$ cat config.mk
export PLATFORM = sky130hd
export DESIGN_NAME = mc_sequencer
export DESIGN_NICKNAME = d
export VERILOG_FILES = /design/src/rtl/mc_sequencer.sv
export SDC_FILE = /design/constraint.sdc
export NUM_CORES = 1
export LEC_CHECK = 0
export BUFFER_PORTS_ARGS = -buffer_cell sky130_fd_sc_hd__buf_2
export CAP_MARGIN = 20
export CORE_UTILIZATION = 40
export DETAILED_ROUTE_END_ITERATION = 12
export GPL_TIMING_DRIVEN = 0
export HOLD_SLACK_MARGIN = 0.1
export PLACE_DENSITY_LB_ADDON = 0.2
export SYNTH_ARGS = -nofsm -noshare
export SYNTH_HDL_FRONTEND = slang
export SYNTH_SLANG_ARGS = --single-unit
export TNS_END_PERCENT = 30
$ cat constraint.sdc
create_clock -name clk -period 5.1 [get_ports clk]
set_input_delay 1.02 -clock clk [delete_from_list [all_inputs] [get_ports clk]]
set_output_delay 1.02 -clock clk [all_outputs]
set_load 0.02 [all_outputs]
$ cat src/rtl/mc_sequencer.sv
// Multi-cycle control sequencer for the MIPS-subset datapath: steps each instruction
// through fetch/decode/execute/memory/writeback, drives the datapath controls and counts retirements.
module mc_sequencer #(
    parameter int MEM_TIMEOUT = 16,
    parameter int CNT_W       = 16
) (
    input  logic             clk,
    input  logic             rst,
    input  logic [5:0]       opcode,
    input  logic [5:0]       funct,
    input  logic             eq_zero,
    input  logic             mem_ready,
    output logic             inst_req,
    output logic             ir_write,
    output logic             pc_write,
    output logic [1:0]       pc_src,
    output logic             alu_src_a,
    output logic [1:0]       alu_src_b,
    output logic [2:0]       alu_op,
    output logic             mem_read,
    output logic             mem_write,
    output logic             reg_write,
    output logic             reg_dest,
    output logic             mem_to_reg,
    output logic             retire,
    output logic [CNT_W-1:0] retired_cnt,
    output logic             halted,
    output logic [1:0]       fault
);

    typedef enum logic [3:0] {
        S_FETCH, S_DECODE, S_EXEC_R, S_WB_R, S_EXEC_I, S_WB_I, S_ADDR,
        S_MEM_RD, S_WB_MEM, S_MEM_WR, S_BRANCH, S_JUMP, S_HALT
    } state_t;

    localparam logic [2:0] ALU_ADD = 3'b000;
    localparam logic [2:0] ALU_SUB = 3'b001;
    localparam logic [2:0] ALU_AND = 3'b010;
    localparam logic [2:0] ALU_OR  = 3'b011;
    localparam logic [2:0] ALU_SLT = 3'b100;

    localparam logic [1:0] FAULT_NONE    = 2'b00;
    localparam logic [1:0] FAULT_ILLEGAL = 2'b01;
    localparam logic [1:0] FAULT_TIMEOUT = 2'b10;

    localparam logic [7:0] WAIT_LAST = 8'(MEM_TIMEOUT - 1);

    state_t           state_q, state_d;
    logic [7:0]       wait_cnt_q, wait_cnt_d;
    logic [CNT_W-1:0] retired_cnt_q, retired_cnt_d;
    logic [1:0]       fault_q, fault_d;
    logic             timed_out;

    always_ff @(posedge clk or posedge rst) begin
        if (rst) begin
            state_q       <= S_FETCH;
            wait_cnt_q    <= '0;
            retired_cnt_q <= '0;
            fault_q       <= FAULT_NONE;
        end else begin
            state_q       <= state_d;
            wait_cnt_q    <= wait_cnt_d;
            retired_cnt_q <= retired_cnt_d;
            fault_q       <= fault_d;
        end
    end

    // A ready memory in the final permitted wait cycle still wins over the timeout.
    assign timed_out = !mem_ready && (wait_cnt_q == WAIT_LAST);

    always_comb begin
        state_d    = state_q;
        wait_cnt_d = '0;
        fault_d    = fault_q;
        inst_req   = 1'b0;
        ir_write   = 1'b0;
        pc_write   = 1'b0;
        pc_src     = 2'b00;
        alu_src_a  = 1'b0;
        alu_src_b  = 2'b00;
        alu_op     = ALU_ADD;
        mem_read   = 1'b0;
        mem_write  = 1'b0;
        reg_write  = 1'b0;
        reg_dest   = 1'b0;
        mem_to_reg = 1'b0;
        retire     = 1'b0;
        halted     = 1'b0;

        case (state_q)
            S_FETCH: begin
                inst_req  = 1'b1;
                alu_src_b = 2'b01;
                if (mem_ready) begin
                    ir_write = 1'b1;
                    pc_write = 1'b1;
                    state_d  = S_DECODE;
                end else if (timed_out) begin
                    state_d = S_HALT;
                    fault_d = FAULT_TIMEOUT;
                end else begin
                    wait_cnt_d = wait_cnt_q + 8'd1;
                end
            end
            S_DECODE: begin
                alu_src_b = 2'b11;
                case (opcode)
                    6'h00:        state_d = S_EXEC_R;
                    6'h08:        state_d = S_EXEC_I;
                    6'h23, 6'h2B: state_d = S_ADDR;
                    6'h04:        state_d = S_BRANCH;
                    6'h02:        state_d = S_JUMP;
                    default: begin
                        state_d = S_HALT;
                        fault_d = FAULT_ILLEGAL;
                    end
                endcase
            end
            S_EXEC_R: begin
                alu_src_a = 1'b1;
                state_d   = S_WB_R;
                case (funct)
                    6'h20: alu_op = ALU_ADD;
                    6'h22: alu_op = ALU_SUB;
                    6'h24: alu_op = ALU_AND;
                    6'h25: alu_op = ALU_OR;
                    6'h2A: alu_op = ALU_SLT;
                    default: begin
                        state_d = S_HALT;
                        fault_d = FAULT_ILLEGAL;
                    end
                endcase
            end
            S_WB_R: begin
                reg_write = 1'b1;
                reg_dest  = 1'b1;
                retire    = 1'b1;
                state_d   = S_FETCH;
            end
            S_EXEC_I: begin
                alu_src_a = 1'b1;
                alu_src_b = 2'b10;
                state_d   = S_WB_I;
            end
            S_WB_I: begin
                reg_write = 1'b1;
                retire    = 1'b1;
                state_d   = S_FETCH;
            end
            S_ADDR: begin
                alu_src_a = 1'b1;
                alu_src_b = 2'b10;
                state_d   = (opcode == 6'h23) ? S_MEM_RD : S_MEM_WR;
            end
            S_MEM_RD: begin
                mem_read = 1'b1;
                if (mem_ready) begin
                    state_d = S_WB_MEM;
                end else if (timed_out) begin
                    state_d = S_HALT;
                    fault_d = FAULT_TIMEOUT;
                end else begin
                    wait_cnt_d = wait_cnt_q + 8'd1;
                end
            end
            S_WB_MEM: begin
                reg_write  = 1'b1;
                mem_to_reg = 1'b1;
                retire     = 1'b1;
                state_d    = S_FETCH;
            end
            S_MEM_WR: begin
                mem_write = 1'b1;
                if (mem_ready) begin
                    retire  = 1'b1;
                    state_d = S_FETCH;
                end else if (timed_out) begin
                    state_d = S_HALT;
                    fault_d = FAULT_TIMEOUT;
                end else begin
                    wait_cnt_d = wait_cnt_q + 8'd1;
                end
            end
            S_BRANCH: begin
                alu_src_a = 1'b1;
                alu_op    = ALU_SUB;
                pc_src    = 2'b01;
                pc_write  = eq_zero;
                retire    = 1'b1;
                state_d   = S_FETCH;
            end
            S_JUMP: begin
                pc_write = 1'b1;
                pc_src   = 2'b10;
                retire   = 1'b1;
                state_d  = S_FETCH;
            end
            S_HALT: begin
                halted = 1'b1;
            end
            default: begin
                state_d = S_HALT;
            end
        endcase

        retired_cnt_d = retired_cnt_q + {{(CNT_W-1){1'b0}}, retire};
    end

    assign retired_cnt = retired_cnt_q;
    assign fault       = fault_q;

endmodule

Yosys cells after proc, flatten, opt, wreduce, memory -nomap -nowiden
Cells that the tools add are included.
{"block": "totals", "word_cells": 79, "reg_bits": 30, "output_inout_bits": 36, "in_bits": 16}
{"block": "classes", "muxes": 32, "n_addsub": 2, "reduce_logical": 14, "eq_ne": 27}
{"cell": "== test 6 bit (second input constant)", "count": 7}
{"cell": "one-hot mux 4 bit (9 select lines)", "count": 1}
{"cell": "two-way mux 4 bit", "count": 6}
{"cell": "two-way mux 8 bit", "count": 3}
{"cell": "== test 4 bit (second input constant)", "count": 5}
{"cell": "one-hot mux 4 bit (5 select lines)", "count": 1}
{"cell": "adder 16 x 1 -> 16 bit", "count": 1}
{"cell": "== test 4 x 3 -> 1 bit (second input constant)", "count": 4}
{"cell": "one-hot mux 2 bit (3 select lines)", "count": 2}
{"cell": "one-hot mux 3 bit (4 select lines)", "count": 1}
{"cell": "two-way mux 1 bit", "count": 10}
{"cell": "OR reduction 5 bit", "count": 2}
{"cell": "adder 8 x 1 -> 8 bit (second input constant)", "count": 1}
{"cell": "== test 4 x 2 -> 1 bit (second input constant)", "count": 2}
{"cell": "== test 8 x 4 -> 1 bit (second input constant)", "count": 1}
{"cell": "two-way mux 2 bit", "count": 4}
{"cell": "== test 6 x 2 -> 1 bit (second input constant)", "count": 1}
{"cell": "== test 6 x 3 -> 1 bit (second input constant)", "count": 1}
{"cell": "== test 6 x 4 -> 1 bit (second input constant)", "count": 1}
{"cell": "logical NOT 6 bit", "count": 1}
{"cell": "!= test 2 bit (second input constant)", "count": 3}
{"cell": "one-hot mux 3 bit (2 select lines)", "count": 1}
{"cell": "OR reduction 3 bit", "count": 2}
{"cell": "OR reduction 6 bit", "count": 1}
{"cell": "other kinds (12)", "count": 13}

Depth between registers and ports, before layout
{"block": "logic_depth", "word_depth": 5, "depth_mapped": 9, "mapped_depth_nobuf": 9}

Worst setup path before layout
No wires, ideal clock.
{"block": "synth_timing", "path_type": "input port to output port", "start": "input port funct[5]", "end": "output port alu_op[1]", "arrival_time_ps": 2149, "path_slack_ps": 1931, "path_stages": 3, "required_time_ps": 4080, "path_cell_list": "nor2b_1 > nand4_1 > nor4b_1"}
{"block": "synth_via", "elab_chain_len": 3, "word_cells_on_any_way": 6, "classes_between": "eq/ne: 4; mux: 2"}
{"item": "from (decl)", "line": "10", "rtl": "input logic [5:0] funct,"}
{"item": "== test 6 bit", "line": "122", "rtl": "case (funct)"}
{"item": "one-hot mux 3 bit (4 select lines) (*)", "line": "122"}
{"item": "one-hot mux 3 bit (2 select lines) (*)", "line": "90", "rtl": "case (state_q)"}
{"item": "to (decl)", "line": "19", "rtl": "output logic [2:0] alu_op,"}
Every way passes the cells marked *; elsewhere a longest branch is shown, timed or not.

Worst setup path after layout
{"block": "layout_timing", "start": "input port funct[4]", "end": "output port alu_op[2]"}
Same word-level chain as after synthesis.

==> impl_metrics.json <==
{
  "grt_first_pass_wirelength_mm": 6.95,
  "ctsHoldBuffers": 0,
  "viasPerCell": 5.37,
  "drtIter0Drc": 93,
  "yosysTopAreaCellShare": 0.418,
  "synth.most_common_cell": "dfrtp_1",
  "clk_pin_slew_ps": 60,
  "synthTopCellsByArea": "dfrtp_1 (42%), xnor2_1 (6.3%), nor2_1 (4.6%)",
  "p_leak_nw": 1.07,
  "clock_sinks": 30,
  "io_buffers": 51,
  "fp.dieW_um": 69.0,
  "cts_resized": 0,
  "path_common_cell": "buf_2",
  "grt_max_degree": 19,
  "stdcell_count": 310,
  "layout_min_cycle_time_ps": 3030,
  "routed_wl_mm": 4.14,
  "vdd_drop_max_uv": 216,
  "yosysTopAreaCell": "dfrtp_1",
  "hold_ws_ps": 461,
  "clk_latency_ps": 280,
  "finalClockSkew_ps": 4.16,
  "gp_congestion": 0.846,
  "path_cells": "buf_2, nor2b_1, nand4_1, nor4_1, buf_2",
  "antenna_found_initial": 0,
  "drc_errors": 0,
  "ys_seq_area_frac": 0.418,
  "synth_ff_type": "dfrtp_1",
  "power_density_mw_per_mm2": 460,
  "cp_slowest_cell": "nor2b_1",
  "vias": 1665,
  "cp_data_required_time_ps": 4080,
  "postRouteAntennaNets": 0,
  "cp-start-kind": "input port",
  "drv_cap": 0,
  "cpPeakStageDelay_ps": 270,
  "yosys-top-cells-count": "dfrtp_1 (30), nor2_1 (22), nand2_1 (15)",
  "num_antenna_cells": 0,
  "rr_worst_depth": 9,
  "setup_viol": 0,
  "stdcell_area_mm2": 0.00222,
  "crit_type": "input port to primary output",
  "grt_pass1_vias": 1481,
  "dp_hpwl_mm": 3.20,
  "arrival_ps": 2010,
  "num_rows": 24,
  "endpoint_kind": "primary output",
  "cts_buffers": 5,
  "placed_area_mm2": 0.00213,
  "track_usage": 0.181,
  "grt-ovfl-total": 0,
  "ys_types": 52,
  "first_pass_iters": 4,
  "io-pin-count": 52,
  "finalMaxSlewViolations": 0,
  "post_drt_wl_per_cell_um": 13.3,
  "ys.warnings.count": 0,
  "dieArea_mm2": 0.00476,
  "postCtsSetupBuffers": 0,
  "slew_headroom": 0.523,
  "setup-tns-final_ps": 0,
  "clockBufferDepth": 2,
  "synth_area_per_cell_um2": 9.07,
  "start_util": 0.416,
  "hold_viol": 0,
  "clock_tree.root_cell": "clkbuf_8",
  "status": "finished, final reports clean",
  "rsz0062_at_grt": "false",
  "netlist_instances": 198,
  "whs_path_depth": 1,
  "fmax_mhz": 330,
  "syn_area_mm2": 0.00180,
  "cts_tree": "done",
  "area_growth_pct": 23.7,
  "synth_nets": 217,
  "post-place-cells": 302,
  "nNetsFinal": 276,
  "cts_htree_levels": 2,
  "die_y_um": 69.0,
  "period_share": 0.593,
  "synth_async_sr_flop_share": 1.00,
  "drive_above_1_share": 0.275,
  "core_mm2": 0.00432,
  "worst_slew_pin_slew_ps": 715,
  "hold_class": "flip-flop to flip-flop",
  "synth_edf_count": 0,
  "ys_seq_elements": 30,
  "cp_max_fo": 5,
  "post-route-util": 0.514
}
==> worst max-delay path, delay by kind of cell <==
family,cells,cell delay (ps)
simple gates,3,680
buf+inv,2,300
==> layout by cell type (no fill, tap or decap), types with 5 or more instances in the layout <==
master and count:
a21oi_1 6, buf_2 54, clkbuf_8 6, dfrtp_1 30, inv_1 9, nand2_1 15
nand3_1 8, nor2_1 22, nor3_1 9, o21ai_0 6, or3_1 5, xnor2_1 13
xor2_1 6
==> per-layer routing <==
layer,global-route usage,wire (um)
met3,0.0482,216
met1,0.258,1990
met2,0.268,1890
met4,0.0544,42
met5,0,0
==> through the flow <==
step | setup slack, ps | total power, mW
after CTS | 2060 | 1.03
after global placement | 2060 | 0.824
after detailed placement | 2060 | 0.832
after global routing | 1870 | 1.10
final | 2070 | 1.02
after floorplan | 1930 | 0.680
==> power by group <==
part           switching (mW)  total (mW)  internal, mW
sequential             0.0420       0.324         0.282
clock                  0.0848       0.193         0.109
combinational           0.322       0.506         0.184
==> registers in the layout, summed over array words and instances (netlist names) <==
name,flops
fault,2
state_q,4
retired_cnt,16
wait_cnt_q,8
==> cells by family (layout without fill, tap and decap cells) <==
family | Yosys count | after routing | share of synthesized area
fa+ha+maj | 4 | 4 | 0.0265
buf+inv | 17 | 77 | 0.0439
flops | 30 | 30 | 0.418
simple gates | 92 | 92 | 0.276
compound gates | 34 | 34 | 0.132
mux | 2 | 2 | 0.0111
xor+xnor | 19 | 19 | 0.0926
==> path summary, 6_finish.rpt <==
check	start	to	slack [ps]
max	funct[4]	alu_op[2]	2070
max in group asynchronous	rst	retired_cnt[1]$_DFF_PP0_	3710
min in group asynchronous	rst	wait_cnt_q[3]$_DFF_PP0_	850
max reg2reg	state_q[2]$_DFFE_PP0N_	retired_cnt[14]$_DFF_PP0_	2770
min	wait_cnt_q[0]$_DFF_PP0_	wait_cnt_q[0]$_DFF_PP0_	460
min reg2reg	wait_cnt_q[0]$_DFF_PP0_	wait_cnt_q[0]$_DFF_PP0_	460
==> final cells by class <==
cell class | count | area, um2
fillers | 430 | 2100
inverters | 9 | 33.8
clock buffers | 7 | 86.3
multi-input cells | 151 | 967
well taps | 52 | 65.1
flip-flops and latches | 30 | 751
plain buffers | 8 | 45.0
repair buffers | 52 | 270
clock inverters | 1 | 5.00
Power figures use the tool's default switching activity.
